$ cat src/rtl/fsm_egress_drain_pkg.sv
`default_nettype none
// ============================================================================
//  Module   : fsm_egress_drain_pkg
//  Purpose  : Shared WB burst encodings, burst lengths and drain FSM states
//  Revision : 1.0 - initial release
// ============================================================================
package fsm_egress_drain_pkg;

    // WB cycle type identifiers that force a single-beat transfer
    localparam logic [2:0] CTI_CLASSIC = 3'b000;
    localparam logic [2:0] CTI_EOB     = 3'b111;

    // WB burst type extensions
    localparam logic [1:0] BTE_LINEAR  = 2'b00;
    localparam logic [1:0] BTE_WRAP4   = 2'b01;
    localparam logic [1:0] BTE_WRAP8   = 2'b10;
    localparam logic [1:0] BTE_WRAP16  = 2'b11;

    // Beat counts handed to the command sequencer
    localparam logic [4:0] LEN_1       = 5'd1;
    localparam logic [4:0] LEN_4       = 5'd4;
    localparam logic [4:0] LEN_8       = 5'd8;
    localparam logic [4:0] LEN_16      = 5'd16;

    typedef enum logic [2:0] {
        ST_IDLE  = 3'd0,
        ST_FETCH = 3'd1,
        ST_CMD   = 3'd2,
        ST_WDATA = 3'd3,
        ST_RWAIT = 3'd4
    } state_t;

endpackage
`default_nettype wire

$ cat src/rtl/fsm_egress_drain_len_dec.sv
`default_nettype none
// ============================================================================
//  Module   : fsm_egress_drain_len_dec
//  Purpose  : Burst length decoder (cti, bte -> beats), shared with WB side
//  Revision : 1.0 - initial release
// ============================================================================
module fsm_egress_drain_len_dec
    import fsm_egress_drain_pkg::*;
(
    input  logic [2:0] i_cti,
    input  logic [1:0] i_bte,
    output logic [4:0] o_len
);

    // Classic, end-of-burst and linear cycles move a single beat; wraps set the length
    always_comb begin
        o_len = LEN_1;
        if (i_cti == CTI_CLASSIC || i_cti == CTI_EOB || i_bte == BTE_LINEAR) begin
            o_len = LEN_1;
        end else begin
            case (i_bte)
                BTE_WRAP4: o_len = LEN_4;
                BTE_WRAP8: o_len = LEN_8;
                default:   o_len = LEN_16;
            endcase
        end
    end

endmodule
`default_nettype wire

$ cat src/rtl/fsm_egress_drain.sv
`default_nettype none
// ============================================================================
//  Module   : fsm_egress_drain
//  Purpose  : Memory-side drain of the WB egress FIFO: one command per
//             transaction, write beats forwarded, read beats pushed to ingress
//  Revision : 1.0 - initial release
// ============================================================================
module fsm_egress_drain
    import fsm_egress_drain_pkg::*;
#(
    parameter int AW = 32,
    parameter int DW = 32
)
(
    input  logic              wb_clk,
    input  logic              wb_rst,
    input  logic              i_egress_fifo_empty,
    output logic              o_egress_fifo_re,
    input  logic              i_eg_we,
    input  logic [2:0]        i_eg_cti,
    input  logic [1:0]        i_eg_bte,
    input  logic [AW-1:0]     i_eg_adr,
    input  logic [DW/8-1:0]   i_eg_sel,
    input  logic [DW-1:0]     i_eg_dat,
    output logic              o_cmd_valid,
    input  logic              i_cmd_ready,
    output logic              o_cmd_we,
    output logic [AW-1:0]     o_cmd_adr,
    output logic [4:0]        o_cmd_len,
    output logic              o_wr_valid,
    input  logic              i_wr_ready,
    output logic [DW-1:0]     o_wr_dat,
    output logic [DW/8-1:0]   o_wr_sel,
    output logic              o_wr_last,
    input  logic              i_rd_valid,
    input  logic [DW-1:0]     i_rd_dat,
    output logic              o_ingress_fifo_we,
    output logic [DW-1:0]     o_ingress_fifo_dat,
    input  logic [4:0]        i_ingress_fifo_free,
    output logic              o_busy,
    output logic              o_err
);

    state_t             r_state;
    logic               r_we;
    logic [AW-1:0]      r_adr;
    logic [4:0]         r_len;
    logic               r_cmd_valid;
    logic               r_full;     // beat register holds a write beat
    logic               r_pend;     // popped write beat is on the egress bus now
    logic [DW-1:0]      r_dat;
    logic [DW/8-1:0]    r_sel;
    logic [4:0]         r_cnt;      // beats completed in the current burst
    logic [4:0]         r_pop;      // egress entries consumed by the current burst
    logic               r_err;

    logic [4:0]         w_len;
    logic               w_have;
    logic               w_wr_valid;
    logic               w_wr_acc;
    logic               w_at_last;
    logic               w_more;
    logic               w_re;
    logic               w_rd_push;

    fsm_egress_drain_len_dec u_len_dec (
        .i_cti (i_eg_cti),
        .i_bte (i_eg_bte),
        .o_len (w_len)
    );

    // A beat is presentable either straight off the egress bus or from the
    // holding register, which keeps one beat per cycle without a bubble.
    assign w_have     = r_full | r_pend;
    assign w_wr_valid = (r_state == ST_WDATA) && w_have;
    assign w_wr_acc   = w_wr_valid && i_wr_ready;
    assign w_at_last  = (r_cnt == r_len - 5'd1);
    assign w_more     = (r_pop != r_len);
    assign w_re       = ((r_state == ST_IDLE) && !i_egress_fifo_empty) ||
                        ((r_state == ST_WDATA) && w_more && !i_egress_fifo_empty &&
                         (!w_have || w_wr_acc));
    assign w_rd_push  = (r_state == ST_RWAIT) && i_rd_valid;

    assign o_egress_fifo_re   = w_re;
    assign o_cmd_valid        = r_cmd_valid;
    assign o_cmd_we           = r_we;
    assign o_cmd_adr          = r_adr;
    assign o_cmd_len          = r_len;
    assign o_wr_valid         = w_wr_valid;
    assign o_wr_dat           = r_pend ? i_eg_dat : r_dat;
    assign o_wr_sel           = r_pend ? i_eg_sel : r_sel;
    assign o_wr_last          = w_wr_valid && w_at_last;
    assign o_ingress_fifo_we  = w_rd_push;
    assign o_ingress_fifo_dat = w_rd_push ? i_rd_dat : '0;
    assign o_busy             = (r_state != ST_IDLE);
    assign o_err              = r_err;

    // Drain state machine with its command, beat and error registers
    always_ff @(posedge wb_clk or posedge wb_rst) begin
        if (wb_rst) begin
            r_state     <= ST_IDLE;
            r_we        <= 1'b0;
            r_adr       <= '0;
            r_len       <= '0;
            r_cmd_valid <= 1'b0;
            r_full      <= 1'b0;
            r_pend      <= 1'b0;
            r_dat       <= '0;
            r_sel       <= '0;
            r_cnt       <= '0;
            r_pop       <= '0;
            r_err       <= 1'b0;
        end else begin
            // Read data with no burst to receive it is dropped and flagged
            if (i_rd_valid && r_state != ST_RWAIT) begin
                r_err <= 1'b1;
            end

            case (r_state)
                ST_IDLE: begin
                    r_cnt  <= '0;
                    r_pop  <= '0;
                    r_full <= 1'b0;
                    r_pend <= 1'b0;
                    if (!i_egress_fifo_empty) begin
                        r_state <= ST_FETCH;
                    end
                end

                ST_FETCH: begin
                    r_we   <= i_eg_we;
                    r_adr  <= i_eg_adr;
                    r_len  <= w_len;
                    r_dat  <= i_eg_dat;
                    r_sel  <= i_eg_sel;
                    r_full <= i_eg_we;
                    r_pop  <= 5'd1;
                    // Reads wait until the ingress FIFO can absorb the whole burst
                    r_cmd_valid <= i_eg_we || (i_ingress_fifo_free >= w_len);
                    r_state     <= ST_CMD;
                end

                ST_CMD: begin
                    if (r_cmd_valid && i_cmd_ready) begin
                        r_cmd_valid <= 1'b0;
                        r_state     <= r_we ? ST_WDATA : ST_RWAIT;
                    end else if (r_we || (i_ingress_fifo_free >= r_len)) begin
                        r_cmd_valid <= 1'b1;
                    end
                end

                ST_WDATA: begin
                    if (w_wr_acc) begin
                        r_cnt  <= r_cnt + 5'd1;
                        r_full <= 1'b0;
                    end else if (r_pend) begin
                        // Stalled beat must be captured: the bus is valid for one cycle only
                        r_full <= 1'b1;
                        r_dat  <= i_eg_dat;
                        r_sel  <= i_eg_sel;
                    end
                    r_pend <= w_re;
                    if (w_re) begin
                        r_pop <= r_pop + 5'd1;
                    end
                    if (w_wr_acc && w_at_last) begin
                        r_state <= ST_IDLE;
                    end
                end

                ST_RWAIT: begin
                    if (w_rd_push) begin
                        r_cnt <= r_cnt + 5'd1;
                        if (w_at_last) begin
                            r_state <= ST_IDLE;
                        end
                    end
                end

                default: r_state <= ST_IDLE;
            endcase
        end
    end

endmodule
`default_nettype wire
$ cat config.mk
export PLATFORM = sky130hd
export DESIGN_NAME = fsm_egress_drain
export DESIGN_NICKNAME = d
export VERILOG_FILES = /design/src/rtl/fsm_egress_drain_pkg.sv /design/src/rtl/fsm_egress_drain_len_dec.sv /design/src/rtl/fsm_egress_drain.sv
export SDC_FILE = /design/constraint.sdc
export NUM_CORES = 1
export LEC_CHECK = 0
export CAP_MARGIN = 20
export CORE_ASPECT_RATIO = 0.8
export CORE_MARGIN = 4
export CORE_UTILIZATION = 45
export CTS_CLUSTER_SIZE = 30
export DETAILED_ROUTE_END_ITERATION = 7
export PLACE_DENSITY = 0.88
export SLEW_MARGIN = 20
export SYNTH_ARGS = -nofsm -noshare
export SYNTH_HDL_FRONTEND = slang
export SYNTH_SLANG_ARGS = --single-unit
$ cat constraint.sdc
create_clock -name wb_clk -period 6.1 [get_ports wb_clk]
set_clock_uncertainty 0.05 [all_clocks]
set_input_delay 1.22 -clock wb_clk [delete_from_list [all_inputs] [get_ports wb_clk]]
set_output_delay 1.22 -clock wb_clk [all_outputs]
set_load 0.02 [all_outputs]
Word level (Yosys, flattened, before mapping). Cells that the tools add are included.

Register bits: 91. Output and inout bits: 113. Word-level logic and storage cells: 100.

Add/sub/neg operators: 3. $lt $le $gt $ge: 2. Eq/ne operators: 20. Multiplexer cells: 28. Bitwise logic cells: 1. Reductions and logical operators: 34.

Operators with widths (number): $mux W32 (3); $pmux W32 S2 (1); $pmux W5 S3 (2); $mux W5 (4); $mux W3 (6); $pmux W3 S5 (1); $ne A2 B2 Y1 const B (7); $logic_and A1 B1 Y1 (11); $add A5 B1 Y5 const B (2); $ge A5 B5 Y1 (2); $pmux W5 S2 (1); $ne A3 B3 Y1 const B (3); $reduce_bool A3 Y1 (3); $mux W4 (2); $pmux W4 S2 (1); $reduce_and A2 Y1 (4); $eq A3 B2 Y1 const B (2); $eq A3 B3 Y1 const B (2); $logic_not A3 Y1 (2); $logic_or A1 B1 Y1 (6); $reduce_bool A2 Y1 (3); $eq A5 B5 Y1 (1); $ne A5 B5 Y1 (1); $reduce_and A5 Y1 (1); 12 further kinds (17).

Longest topological paths before layout. Gate-level depths: netlist of run 1.

Word-level depth: 8. Gate-level depth with buffers: 9. Gate-level depth less buffers: 9.

By module. A second synthesis of run 1 with hierarchy kept.

Cells, all modules: 420. Area, all modules: 4908.5 µm².

Modules (own cells, without submodules): fsm_egress_drain (instances 1, cells an instance 407, area each 4805.9 µm²); fsm_egress_drain_len_dec (instances 1, cells an instance 13, area each 102.6 µm²).

Least setup slack after synthesis of run 1. Ideal clock, no wire load.

Path kind: input to output. From: input i_rd_valid. To: output o_ingress_fifo_dat[22]. Data arrival time: 2.168 ns. Data required time: 4.830 ns. Path slack: 2.662 ns. Cell stages on the path: 4. Cell sequence: and3_1 > clkbuf_1 > clkbuf_1 > and2_1.

Word-level cells in the longest chain between the ends: 2.

Ends and longest elaborated chain: start: declaration (line fsm_egress_drain.sv:35) `input logic i_rd_valid,`; $logic_and A1 B1 Y1 (line fsm_egress_drain.sv:82) `assign w_rd_push = (r_state == ST_RWAIT) && i_rd_valid;`; net o_ingress_fifo_we (line fsm_egress_drain.sv:37) `output logic o_ingress_fifo_we,`; $mux W32 (line fsm_egress_drain.sv:94) `assign o_ingress_fifo_dat = w_rd_push ? i_rd_dat : '0;`; end: declaration (line fsm_egress_drain.sv:38) `output logic [DW-1:0] o_ingress_fifo_dat,`.

The timed path passes the listed nets, and every way through them passes these cells.

Worst setup path in the final report of run 1.
From: input i_rd_valid. To: output o_ingress_fifo_dat[19].

Word-level cells in the longest chain between the ends: 2.

Ends and longest elaborated chain (line): $logic_and A1 B1 Y1 (fsm_egress_drain.sv:82); $mux W32 (fsm_egress_drain.sv:94).

Every way passes these cells.

==> results, run 1 <==
- For the finished layout, the period the worst path requires is approximately 4600 ps.
- The worst flop-to-flop path startpoint is r_pend$_DFFE_PP0P_.
- The final hold violation count was 0.
- The clock sink count is 90.
- Across all hold checks on the routed design, the worst slack comes to between 400 and 500 ps.
- The most frequent standard cell in the layout excluding fill and tap cells is sky130_fd_sc_hd__clkdlybuf4s50_1.
- The first-pass GRT wire length is approximately 21000 um.
- The total global-route track usage is 22.0%.
- At the end of routability-driven placement, the weighted congestion stood at between 0.9 and 1.
- The data required time at the worst endpoint is between 4000 and 5000 ps.
- Cells with a size suffix above 1 make up ~16% of the layout.
- The count of buffers added on input and output ports is ~230.
- Summed over all layers, the global routing overflow is 0.
- The maximum operating frequency is approximately 220 MHz.
- The number of vias per cell after detailed routing is between 5 and 6.
- The number of different library cells used by synthesis comes to 50.
- The final period utilization is approximately three quarters.
- The worst setup path category is in -> out.
- The initial antenna violation count is 0.
- From synthesis to final layout, the design area changed by 55.7%.
- The full die area is between 10000 and 15000 sq um.
- The startpoint of the worst setup timing path is i_rd_valid.
- The final net count is 760.
- Clock latency on the worst-skew pair, taken at its later pin, is 330 ps.
- Setup violations remaining at the end of the flow were counted as 0.
- The post-CTS setup buffer count is 0.
- Measured on the finished design, the core utilization comes to 72.3%.
- The overall power after layout is roughly 3.6 mW.
- The kind of start point of the critical path is a primary input.
- The count of yosys warnings during synthesis is 0.
- Setup repair after global routing left no endpoint under its margin.
- The floorplan step set the die height to ~100 um.
- Across all layers, the routed design uses between 3000 and 4000 vias.
- The type of the tightest min-delay check is reg -> reg.
- The worst min-delay path startpoint is o_err$_DFFE_PP0P_.
- The library cells used most frequently in the layout, excluding fill and tap cells, are sky130_fd_sc_hd__clkdlybuf4s50_1, sky130_fd_sc_hd__dfrtp_1, sky130_fd_sc_hd__mux2_2.
- In this run the deepest clock path goes through 2 buffers.
- For the worst setup path, the data arrival time is 3340 ps.
- The synthesized design contains 90 register bits.
- The cell count after synthesis came out at roughly 410.
- Max-cap violations in this run came to 0.
- Summing the sequential cell areas from Yosys gives roughly 47% of the chip area.
- The worst relative slew slack is a little under a third.
- The repair_antennas step left the layout with diodes totalling 0.
- In this run, CTS created clock tree buffers numbering 9.
- The initial utilization of the core area, before any placement, comes to a little under half.
- The top cell type by total area after synthesis is sky130_fd_sc_hd__dfrtp_1.
- Dividing the detail-routed wire length by the instance count gives 17.6 um.
- The transition time at the pin with the least slew margin is 1040 ps.
- Adding up every negative setup slack in the final design gives 0 ps.
- After detailed routing, the number of remaining DRC violations is 0.
- For this block, the routed nets add up to 13600 um of wire.
- The synthesized design contains 0 enable-type register cells.
- The number of design-rule violations left by the first detailed-router iteration is between 200 and 250.
- The first detailed-routing pass ran for 4 iterations.
- The maximum vdd drop is roughly 0.00021 V.
- By area the synthesized netlist is led by sky130_fd_sc_hd__dfrtp_1, sky130_fd_sc_hd__mux2_2, sky130_fd_sc_hd__mux2_1.
- The top flip-flop cell by instance count after synthesis is sky130_fd_sc_hd__dfrtp_1.
- In this run the count of I/O pins placed on the die edge is between 200 and 250.
- The proportion of synthesized flip-flops having asynchronous set or reset is 100%.
- The total standard cell area after synthesis is 4790 sq um.
- The top-area cell type share of the netlist area is between 40% and 50%.
- The number of hold buffers added after cts is 0.
- The category of the worst setup path capture point is an output pin.
- Of all nets on the critical path, the largest fanout is 34.
- TritonCTS built the clock tree.
- The largest net degree at the start of global routing is between 60 and 70.
- The run finished with clean final reports.
- The remaining antenna violation count after routing is 0.
- The root buffer cell chosen for the clock tree is sky130_fd_sc_hd__clkbuf_16.
- The H-tree depth is 3.
- The detailed placement HPWL is roughly 11000 um.
- The final count of pins violating max slew is 0.
- The via count of the first global-routing pass is approximately 4300.
- The mean post-synth cell area is approximately 12 sq um.
- The core box area is ~10000 sq um.
- The die is approximately 120 um wide.
- Clock-pin slew was measured on the worst setup and hold paths at about 70 ps.
- When the netlist entered floorplanning its net count stood at 540.
- The floorplan has 33 rows.
- After clock tree synthesis, the repair step resized 0 gates.
- In this run the power density over the cells is slightly below 500 nW/um^2.
- For this design the static power due to leakage is 3.06 nW.
synth_stat cells, drive strengths merged (2+ instances only):
cell	count
nand2	15
or3b	4
o211ai	2
o22ai	2
buf	15
and2	33
a21o	3
a31oi	2
nor4	2
a21oi	10
clkbuf	7
o21ai	21
nand4b	2
o211a	2
dfrtp	90
o32ai	2
or3	2
nand3b	2
nor2b	6
nand3	3
and3	2
nor3	9
nand2b	3
xnor2	10
mux2i	2
mux2	105
inv	14
nor2	13
ha	14
metrics by stage:
step                      std cells  instance area [sq um]  setup slack (ps)
after floorplan                 409                   4790              2490
after global placement          758                   7170              1620
after detailed placement        758                   7170              1480
after CTS                       774                   7460              1480
after global routing            774                   7460              1270
final                           774                   7460              1490
sequential cells by signal, indices dropped and copies added (netlist names):
name	cells
o_cmd_adr	32
r_dat	32
r_cnt	5
r_pop	5
o_cmd_len	4
r_sel	4
r_state	3
o_cmd_valid	1
o_cmd_we	1
o_err	1
r_full	1
r_pend	1
power breakdown:
group          switching, mW  internal (mW)
combinational          0.917           1.04
clock                  0.230          0.318
sequential             0.205          0.887
cells by family after synthesis:
group	synth area share, %
AOI/OAI and AO/OA	6.76
xor gates and xnor gates	1.83
adders and majority gates	3.65
buffers and inverters	3.50
DFF	47.0
muxes	25.1
other	0.0782
and+or+nand+nor	12.1
worst max-delay path, cell delays in order:
cell and delay, ps:
sky130_fd_sc_hd__clkdlybuf4s50_1 540, sky130_fd_sc_hd__and3_1 720, sky130_fd_sc_hd__and2_1 230, sky130_fd_sc_hd__clkdlybuf4s50_1 610
cell type report:
type | count | area [sq um]
clock buffer | 10 | 229
clock inverter | 6 | 66.3
fill | 684 | 2860
inverter | 14 | 53.8
timing repair buffer | 231 | 2300
sequential | 90 | 2250
multi-input combinational | 283 | 2380
tap | 140 | 175
per-layer routing:
| metal | track usage [%] | routed length [um] |
|---|---|---|
| met5 | 0 | 0 |
| met4 | 4.77 | 142 |
| met3 | 7.15 | 1300 |
| met2 | 39.3 | 6950 |
| met1 | 25.9 | 5220 |
worst paths after layout:
kind | endpoint | slack, ps | cells past startpoint
hold reg to reg | o_err$_DFFE_PP0P_ | 410 | 1
max in group asynchronous | r_dat[9]$_DFFE_PP0P_ | 3660 | 3
hold / removal | o_err$_DFFE_PP0P_ | 410 | 1
setup reg to reg | r_dat[30]$_DFFE_PP0P_ | 3530 | 5
min in group asynchronous | o_cmd_adr[17]$_DFFE_PP0P_ | 1190 | 2
setup / recovery | o_ingress_fifo_dat[19] | 1490 | 4
Power figures use the tool's default switching activity.
==> run 2: changes to the inputs <==
--- a/config.mk
+++ b/config.mk
@@ -8,10 +8,10 @@
 export CAP_MARGIN = 20
 export CORE_ASPECT_RATIO = 0.8
 export CORE_MARGIN = 4
-export CORE_UTILIZATION = 45
+export CORE_UTILIZATION = 37
 export CTS_CLUSTER_SIZE = 30
 export DETAILED_ROUTE_END_ITERATION = 7
-export PLACE_DENSITY = 0.88
+export PLACE_DENSITY = 0.78
 export SLEW_MARGIN = 20
 export SYNTH_ARGS = -nofsm -noshare
 export SYNTH_HDL_FRONTEND = slang
==> constraint.sdc (replaced) <==
create_clock -name wb_clk -period 3.84 [get_ports wb_clk]
set_clock_uncertainty 0.05 [all_clocks]
set_input_delay 0.768 -clock wb_clk [delete_from_list [all_inputs] [get_ports wb_clk]]
set_output_delay 0.768 -clock wb_clk [all_outputs]
set_load 0.02 [all_outputs]
==> results, run 2 (synthesized netlist as in run 1, its figures left out) <==
- The final critical-path setup slack was 470 ps (-1020 ps).
- The height of the die came to 110 um (+9.5%).
- The total global-route track usage is 18.1% (-3.9 points).
- The fraction of final layout cells with drive strength greater than 1 came to 17.1% (+0.68 points).
- The post-route DRC violation count is 0 (unchanged).
- The detailed-routing iteration count for the pre-antenna-repair pass came to 4 (unchanged).
- The worst relative slew slack is 34.2% (+4.0 points).
- The wire length after detailed routing came to 13700 um (+0.83%).
- The met3 layer usage reported by global route is 6.63% (-0.52 points).
- The final count of pins violating max slew came to 0 (unchanged).
- Setup repair after global routing left no endpoint under its margin.
- The critical path in this run is classified as reg -> out.
- The number of vias per cell after detailed routing is 4.88 (-5.2%).
- The H-tree depth came to 3 (unchanged).
- The starting density of the core is 38.6% (-7.9 points).
- The number of buffers on the longest clock path is 2 (unchanged).
- In the layout the commonest cells are sky130_fd_sc_hd__clkdlybuf4s50_1, sky130_fd_sc_hd__dfrtp_1, sky130_fd_sc_hd__mux2_2.
- The full die area was 14900 sq um (+20%).
- The cell area power density is 753 nW/um^2 (+56%).
- The final number of setup-violating endpoints is 0 (unchanged).
- The final hold violation count is 0 (unchanged).
- The total number of vias is 3951 (-0.88%).
- The via count of the first global-routing pass is 4245 (-0.98%).
- The antenna cell count came to 0 (unchanged).
- The worst setup path is captured at an output pin.
- The worst setup slack before clock tree synthesis is 175 ps (-1300 ps).
- The type of the tightest min-delay check is reg -> reg.
- The post-CTS setup buffer count is 0 (unchanged).
- The count of boundary I/O pins is 230 (unchanged).
- The maximum vdd drop was 0.000291 V (+36%).
- The number of buffers inserted during clock tree synthesis was 9 (unchanged).
- The count of placed standard cells including taps is 793 (+4.6%).
- The largest net degree at the start of global routing is 44 (-28%).
- The first-pass GRT wire length is 21300 um (-0.83%).
- The clock-pin slew reported for the worst setup and hold paths after clock tree synthesis came to 60 ps (about the same).
- The average wire length per cell after detail routing is 17.0 um (-3.5%).
- The core box area came to 12400 sq um (+20%).
- The number of cells on the worst hold path is 1 (unchanged).
- The chip width was 135 um (+9.6%).
- The final period utilization is between 80% and 90%.
- The met2 track demand over resource in global routing is 31.1% (-8.2 points).
- The met1 track demand over resource in global routing is 21.4% (-4.5 points).
- The endpoint arrival time on the critical path came to 2550 ps (-790 ps).
- In this run the most used layer during global routing was met2.
- The library cell used most frequently in the layout, excluding fill and tap cells, is sky130_fd_sc_hd__clkdlybuf4s50_1.
- The critical-path maximum fanout is 5 (-85%).
- The number of hold buffers added after cts is 0 (unchanged).
- The final critical-path required period is ~3400 ps.
- The number of core rows came to 36 (+9.1%).
- The number of buffers inserted by port buffering was 228 (unchanged).
- The final global-route overflow total is 0 (unchanged).
- The detailed placement HPWL is 10700 um (+0.28%).
- The clock sink count is 90 (unchanged).
- The post-layout instance count excluding filler cells is 809 (+4.5%).
- The maximum operating frequency is a little under 300 MHz.
- The initial antenna violation count is 0 (unchanged).
- The setup TNS is 0 ps (unchanged).
- The number of gates resized after cts is 0 (unchanged).
- Relative to the synthesized area, the layout overhead comes to 56.9%.
- The transition time at the pin with the least slew margin is 983 ps (-61.0 ps).
- The routability congestion estimate from global placement is 0.864 (-4.7%).
- The static leakage came to 3.07 nW (+0.35%).
- The final net count is 764 (+0.53%).
- TritonCTS built the clock tree.
- In this run the clock root is driven by a sky130_fd_sc_hd__clkbuf_16.
- The flow ran to the end, and the final reports show no timing, DRC or antenna violations.
- The remaining antenna violation count after routing is 0 (unchanged).
- The worst reg2reg path depth is 4 (-1).
- The source-to-sink clock delay at the later pin of the worst-skew pair is 330 ps (about the same).
- The max-cap violation count was 0 (unchanged).
- The data required time at the worst endpoint came to 3020 ps (-1810 ps).
- The worst setup path is launched from a flop.
- The number of design-rule violations left by the first detailed-router iteration came to 144 (-31%).
==> run 2: cell types whose count changed in the layout (fill, tap and decap cells not counted), sizes merged <==
cell      before  now
buf            3    7
bufinv         1    0
clkbuf        10   11
clkinv         2    1
clkinvlp       3    4
==> run 2: metal layers <==
metal	part of all wire (%)	vias to the layer above
li1	-	1895
met1	41	1840
met2	48	198
met3	9.3	18
met4	1.8	0
met5	0	-
==> run 2: final timing paths <==
kind                                           from  slack [ps]                        end
min in group asynchronous                    wb_rst         810  o_cmd_adr[16]$_DFFE_PP0P_
min                           r_dat[12]$_DFFE_PP0P_         430      r_dat[12]$_DFFE_PP0P_
max in group asynchronous                    wb_rst        2140       r_dat[8]$_DFFE_PP0P_
min reg2reg                   r_dat[12]$_DFFE_PP0P_         430      r_dat[12]$_DFFE_PP0P_
max reg2reg                  r_state[1]$_DFFE_PP0P_        1590   o_cmd_adr[1]$_DFFE_PP0P_
max                        o_cmd_len[2]$_DFFE_PP0P_         470                  o_wr_last
==> run 2: power breakdown <==
group / leakage (nW) / total (mW) / internal [mW] / switching (mW)
registers: 1.06 / 1.73 / 1.41 / 0.320
logic: 1.88 / 3.11 / 1.66 / 1.46
clock network: 0.124 / 0.819 / 0.459 / 0.360
==> run 2: area by class of cell <==
| cell class | count | area [sq um] |
|---|---|---|
| Fill cell | 1029 | 4910 |
| Multi-Input combinational cell | 283 | 2380 |
| Timing Repair Buffer | 235 | 2330 |
| Sequential cell | 90 | 2250 |
| Clock buffer | 11 | 243 |
| Tap cell | 171 | 214 |
| Inverter | 14 | 53.8 |
| Clock inverter | 5 | 38.8 |
==> run 2: worst max-delay path: stages, from the launching register on <==
cell	delay, ps
sky130_fd_sc_hd__dfrtp_1	500
sky130_fd_sc_hd__inv_1	120
sky130_fd_sc_hd__ha_1	300
sky130_fd_sc_hd__xnor2_1	130
sky130_fd_sc_hd__nor4_1	270
sky130_fd_sc_hd__buf_4	180
sky130_fd_sc_hd__and2_1	120
sky130_fd_sc_hd__clkdlybuf4s50_1	610
==> run 2: through the flow <==
| stage | instance area, sq um | total power, mW | hold slack [ps] | util (%) |
|---|---|---|---|---|
| 2_1_floorplan | 4790 | 3.52 | 404 | - |
| 3_3_place_gp | 7240 | 4.79 | 413 | 58.2 |
| 3_5_place_dp | 7240 | 4.89 | 421 | 58.2 |
| 4_1_cts | 7520 | 5.74 | 436 | 60.5 |
| 5_1_grt | 7520 | 6.03 | 448 | 60.5 |
| 6_report | 7520 | 5.66 | 426 | 60.5 |
==> patch 1, RTL diff (config.mk and constraints of run 1) <==
Change the parameter `DW` from 32 to 48.
--- a/src/rtl/fsm_egress_drain.sv
+++ b/src/rtl/fsm_egress_drain.sv
@@ -9,7 +9,7 @@
     import fsm_egress_drain_pkg::*;
 #(
     parameter int AW = 32,
-    parameter int DW = 32
+    parameter int DW = 48
 )
 (
     input  logic              wb_clk,
Interface: changed (6 resized); port bits go from 230 to 298. No check against the original RTL was run, so the function may have changed too.
==> patch 1 against run 1 <==
Synthesized area rose by 20%. Hold slack improved by 0.56 ps. Setup slack better by 200 ps. Combinational power grew 22%. Wire length increased by 30%. Design area up 22%. Core utilization is 1.7 points higher. Register-to-register slack gained 110 ps. Sequential cell count grew 18. Non-clock buffer count increased by 70. Power grew 19%. Clock power shrank 3%.
==> patch 1: results (changes against run 1) <==
* Distinct cells, synth: 46 (was 50)
- Commonest cells in the synthesized netlist: 119 x sky130_fd_sc_hd__nand2_1, 108 x sky130_fd_sc_hd__dfrtp_1, 108 x sky130_fd_sc_hd__mux2_2, 51 x sky130_fd_sc_hd__and2_1 (was 90 x sky130_fd_sc_hd__dfrtp_1, 79 x sky130_fd_sc_hd__mux2_2, 33 x sky130_fd_sc_hd__and2_1, 26 x sky130_fd_sc_hd__mux2_1, 18 x sky130_fd_sc_hd__o21ai_0)
- Total GRT Usage: 23.5% (was 22.0%)
* Clock root buffer master: sky130_fd_sc_hd__clkbuf_16 (unchanged)
- Met3 WL: 1.64 mm (was 1.30 mm)
- Buffers added on ports: 296 (was 228)
- The worst slack after detailed placement came to 1710 ps (was 1480 ps).
- Number of non-filler instances in the completed layout: 1021 (was 774)
* Number of levels the H-tree was split into: 3 (unchanged)
- Ratio of cells with drive above 1 in the final layout: 16.1% (was 16.4%)
- Outcome: finished clean (unchanged).
- GP Congestion: 0.889 (was 0.906)
* Layout filler cell count: 870 (was 684)
- DRT iter0 DRCs: 235 (was 209)
- The placed cell area came to 8870 sq um (was 7170 sq um).
* Worst vdd ir: 0.000277 V (was 0.000215 V)
* Instance count of the mapped netlist: 565 (was 409)
- Largest net degree at the start of global routing: 72 (was 61)
- Met1 WL: 7.26 mm (was 5.22 mm)
* Max-slew headroom at the worst pin: 42.6% (was 30.3%)
* Number of global-route vias before repair: 5545 (was 4287)
- The slowest library cell on the worst path is sky130_fd_sc_hd__clkdlybuf4s50_1 (was sky130_fd_sc_hd__and3_1).
* Part of the Yosys area used for sequential elements: 46.8% (was 47.0%)
* Biggest fanout along the worst timing path: 49 (was 34)
* Hold_ws: 414 ps (was 413 ps)
- Data arrival, critical path: 3140 ps (was 3340 ps)
- Routed wire length per instance: 17.4 um (was 17.6 um)
- The total nets after synthesis is 730 (was 540).
- The highest clock frequency the design can meet is 0.227 GHz (was 0.217 GHz).
- Total leakage power: 3.82 nW (was 3.06 nW)
* Met2 layer wire length in the routed design: 8.66 mm (was 6.95 mm)
- The delay of the slowest cell on the worst path is 620 ps (was 720 ps).
- The number of vias in the routed layout came to 5130 (was 3986).
- Cell types occupying the most area after synthesis: sky130_fd_sc_hd__dfrtp_1 47%, sky130_fd_sc_hd__mux2_2 21%, sky130_fd_sc_hd__nand2_1 7.7% (was sky130_fd_sc_hd__dfrtp_1 47%, sky130_fd_sc_hd__mux2_2 19%, sky130_fd_sc_hd__mux2_1 6.1%).
* Cell row count: 36 (was 33)
==> patch 1: metal layers <==
metal / track usage, % / up-vias
met3: 8.39 / 18
met2: 40.0 / 211
met4: 4.00 / 0
li1: - / 2461
met1: 29.6 / 2440
met5: 0 / -
==> patch 1: worst paths after layout <==
kind	from	end	cells after the start
worst max-delay path	i_rd_valid	o_ingress_fifo_dat[47]	6
worst min-delay path	o_err	o_err	1
worst max register to register	r_pend	r_dat[20]	4
worst min register to register	o_err	o_err	1
max in group asynchronous	wb_rst	o_cmd_adr[7]	3
min in group asynchronous	wb_rst	r_dat[37]	2
==> patch 1: layout make-up <==
| cell class | count | share of cell area (%) |
|---|---|---|
| repair buffers | 301 | 32.8 |
| multi-input cells | 411 | 31.6 |
| flip-flops and latches | 108 | 29.6 |
| clock buffers | 10 | 2.51 |
| well taps | 171 | 2.34 |
| inverters | 15 | 0.644 |
| clock inverters | 5 | 0.411 |
==> patch 1: power by group <==
| group | switching, W | internal, W | leakage (nW) |
|---|---|---|---|
| sequential | 0.000302 | 0.00107 | 1.28 |
| combinational | 0.00111 | 0.00127 | 2.42 |
| clock | 0.000253 | 0.000276 | 0.125 |
| total | 0.00167 | 0.00261 | 3.82 |
==> patch 1: logic make-up (layout without fill, tap and decap cells) <==
| kind of cell | count (synthesis) | in the layout | share of synthesized area (%) |
|---|---|---|---|
| and+or+nand+nor | 225 | 225 | 18.3 |
| other | 1 | 1 | 0.0650 |
| AOI/OAI and AO/OA | 52 | 52 | 5.75 |
| muxes | 108 | 108 | 21.1 |
| adders and majority gates | 14 | 14 | 3.04 |
| xor gates and xnor gates | 11 | 11 | 1.67 |
| DFF | 108 | 108 | 46.8 |
| buffers and inverters | 46 | 331 | 3.27 |
==> patch 2, RTL diff (settings of run 1) <==
Without the edit above. Reset style: synchronous (`wb_rst`), changed in one clocked block.
--- a/src/rtl/fsm_egress_drain.sv
+++ b/src/rtl/fsm_egress_drain.sv
@@ -96,7 +96,7 @@
     assign o_err              = r_err;
 
     // Drain state machine with its command, beat and error registers
-    always_ff @(posedge wb_clk or posedge wb_rst) begin
+    always_ff @(posedge wb_clk) begin
         if (wb_rst) begin
             r_state     <= ST_IDLE;
             r_we        <= 1'b0;
Function: differs if wb_rst is asserted again (counterexample within 4 cycles, from zero or initial values and one cycle with wb_rst high); with wb_rst held inactive, the same outputs for 4 cycles.
==> patch 2 against run 1 <==
Design area fell by 4.4%. Final cell count rose by 18%. Synthesized cell count rose by 38%. Critical path depth did not move. Critical path type unchanged. Synthesized area fell by 6.2%. Sequential cell count did not move. Wire length rose by 6.2%. Setup slack improved by 48 ps. Register-to-register slack improved by 290 ps.
Power is not compared: it rests on default switching activity, and its combinational part moved more than twofold at a synthesized area within 25%.
==> patch 2: results (changes against run 1) <==
- Fraction of registers with async set/reset: 0% (was 100%)
- The per-instance average area after synthesis was 7.95 sq um (was 11.7 sq um).
- The wire length the detailed router placed on met1 is 5.66 mm (was 5.22 mm).
- The number of fillers in the final layout was 714 (was 684).
* Met2 layer wire length in the routed design: 7.19 mm (was 6.95 mm)
- Routed wire length per instance: 15.8 um (was 17.6 um)
- Cell types occupying the most area after synthesis: sky130_fd_sc_hd__dfxtp_1 40%, sky130_fd_sc_hd__nand2_1 13%, sky130_fd_sc_hd__a21oi_1 9.5% (was sky130_fd_sc_hd__dfrtp_1 47%, sky130_fd_sc_hd__mux2_2 19%, sky130_fd_sc_hd__mux2_1 6.1%).
* Distinct cells, synth: 51 (was 50)
* Compound-gate portion of the synthesized area: 14.7% (was 6.76%)
- Ratio of cells with drive above 1 in the final layout: 8.35% (was 16.4%)
* Met2 global-route usage: 44.1% (was 39.3%)
* Placed instance count: 898 (was 758)
* Outcome: finished clean (unchanged)
- Part of the Yosys area used for sequential elements: 40.1% (was 47.0%)
- The maximum number of pins on one net before global-route repair was 50 (was 61).
- Commonest cells in the synthesized netlist: 154 x sky130_fd_sc_hd__nand2_1, 90 x sky130_fd_sc_hd__dfxtp_1, 85 x sky130_fd_sc_hd__a21oi_1, 36 x sky130_fd_sc_hd__and2_1, 36 x sky130_fd_sc_hd__mux2_2 (was 90 x sky130_fd_sc_hd__dfrtp_1, 79 x sky130_fd_sc_hd__mux2_2, 33 x sky130_fd_sc_hd__and2_1, 26 x sky130_fd_sc_hd__mux2_1, 18 x sky130_fd_sc_hd__o21ai_0).
- The number of vias in the routed layout was 4696 (was 3986).
* Biggest fanout along the worst timing path: 33 (was 34)
- Adder-Cell Fraction of Synth Area: 3.89% (was 3.65%)
- Number of global-route vias before repair: 4843 (was 4287)
- The detailed route wirelength on metal3 was 1.30 mm (about the same).
* Share of the synthesized netlist area taken by xor and xnor gates: 2.73% (was 1.83%)
- The total nets after synthesis is 697 (was 540).
- GR met3 Demand/Resource: 9.25% (was 7.15%)
- Worst setup slack after placement: 1550 ps (was 1480 ps)
* Half-perimeter wire length after detailed placement: 11.0 mm (was 10.6 mm)
* Placement-stage cell area: 6820 sq um (was 7170 sq um)
* Wire length of the first global-routing pass: 23.2 mm (was 21.5 mm)
* Depth of the worst hold-timing path: 2 (was 1)
- The proportion of synthesized area in mux cells is 9.24% (was 25.1%).
- DRT iter0 DRCs: 141 (was 209)
* Largest stage delay on the critical path: 680 ps (was 720 ps)
- The routability congestion estimate is 0.802 (was 0.906).
- The most used flip-flop cell after synthesis is sky130_fd_sc_hd__dfxtp_1 (was sky130_fd_sc_hd__dfrtp_1).
- Total GRT Usage: 24.3% (was 22.0%)
## patch 2: final cells by class
type / count / area [sq um] / share of cell area (%)
well taps: 136 / 170 / 2.39
multi-input cells: 426 / 2480 / 34.8
repair buffers: 232 / 2310 / 32.3
clock inverters: 3 / 46.3 / 0.649
clock buffers: 13 / 270 / 3.79
flip-flops and latches: 90 / 1800 / 25.3
inverters: 14 / 52.6 / 0.737
## patch 2: final timing paths
path,slack [ps],endpoint,startpoint
min reg2reg,400,r_dat[22],r_dat[22]
max reg2reg,3820,r_cnt[1],r_pend
min,400,r_dat[22],r_dat[22]
max,1540,o_ingress_fifo_dat[31],i_rd_valid
## patch 2: metrics by stage
stage,util [%],total power (W)
3_5_place_dp,70.3,0.00119
2_1_floorplan,-,0.000958
6_report,73.6,0.00176
5_1_grt,73.6,0.00184
4_1_cts,73.6,0.00177
3_3_place_gp,70.3,0.00118
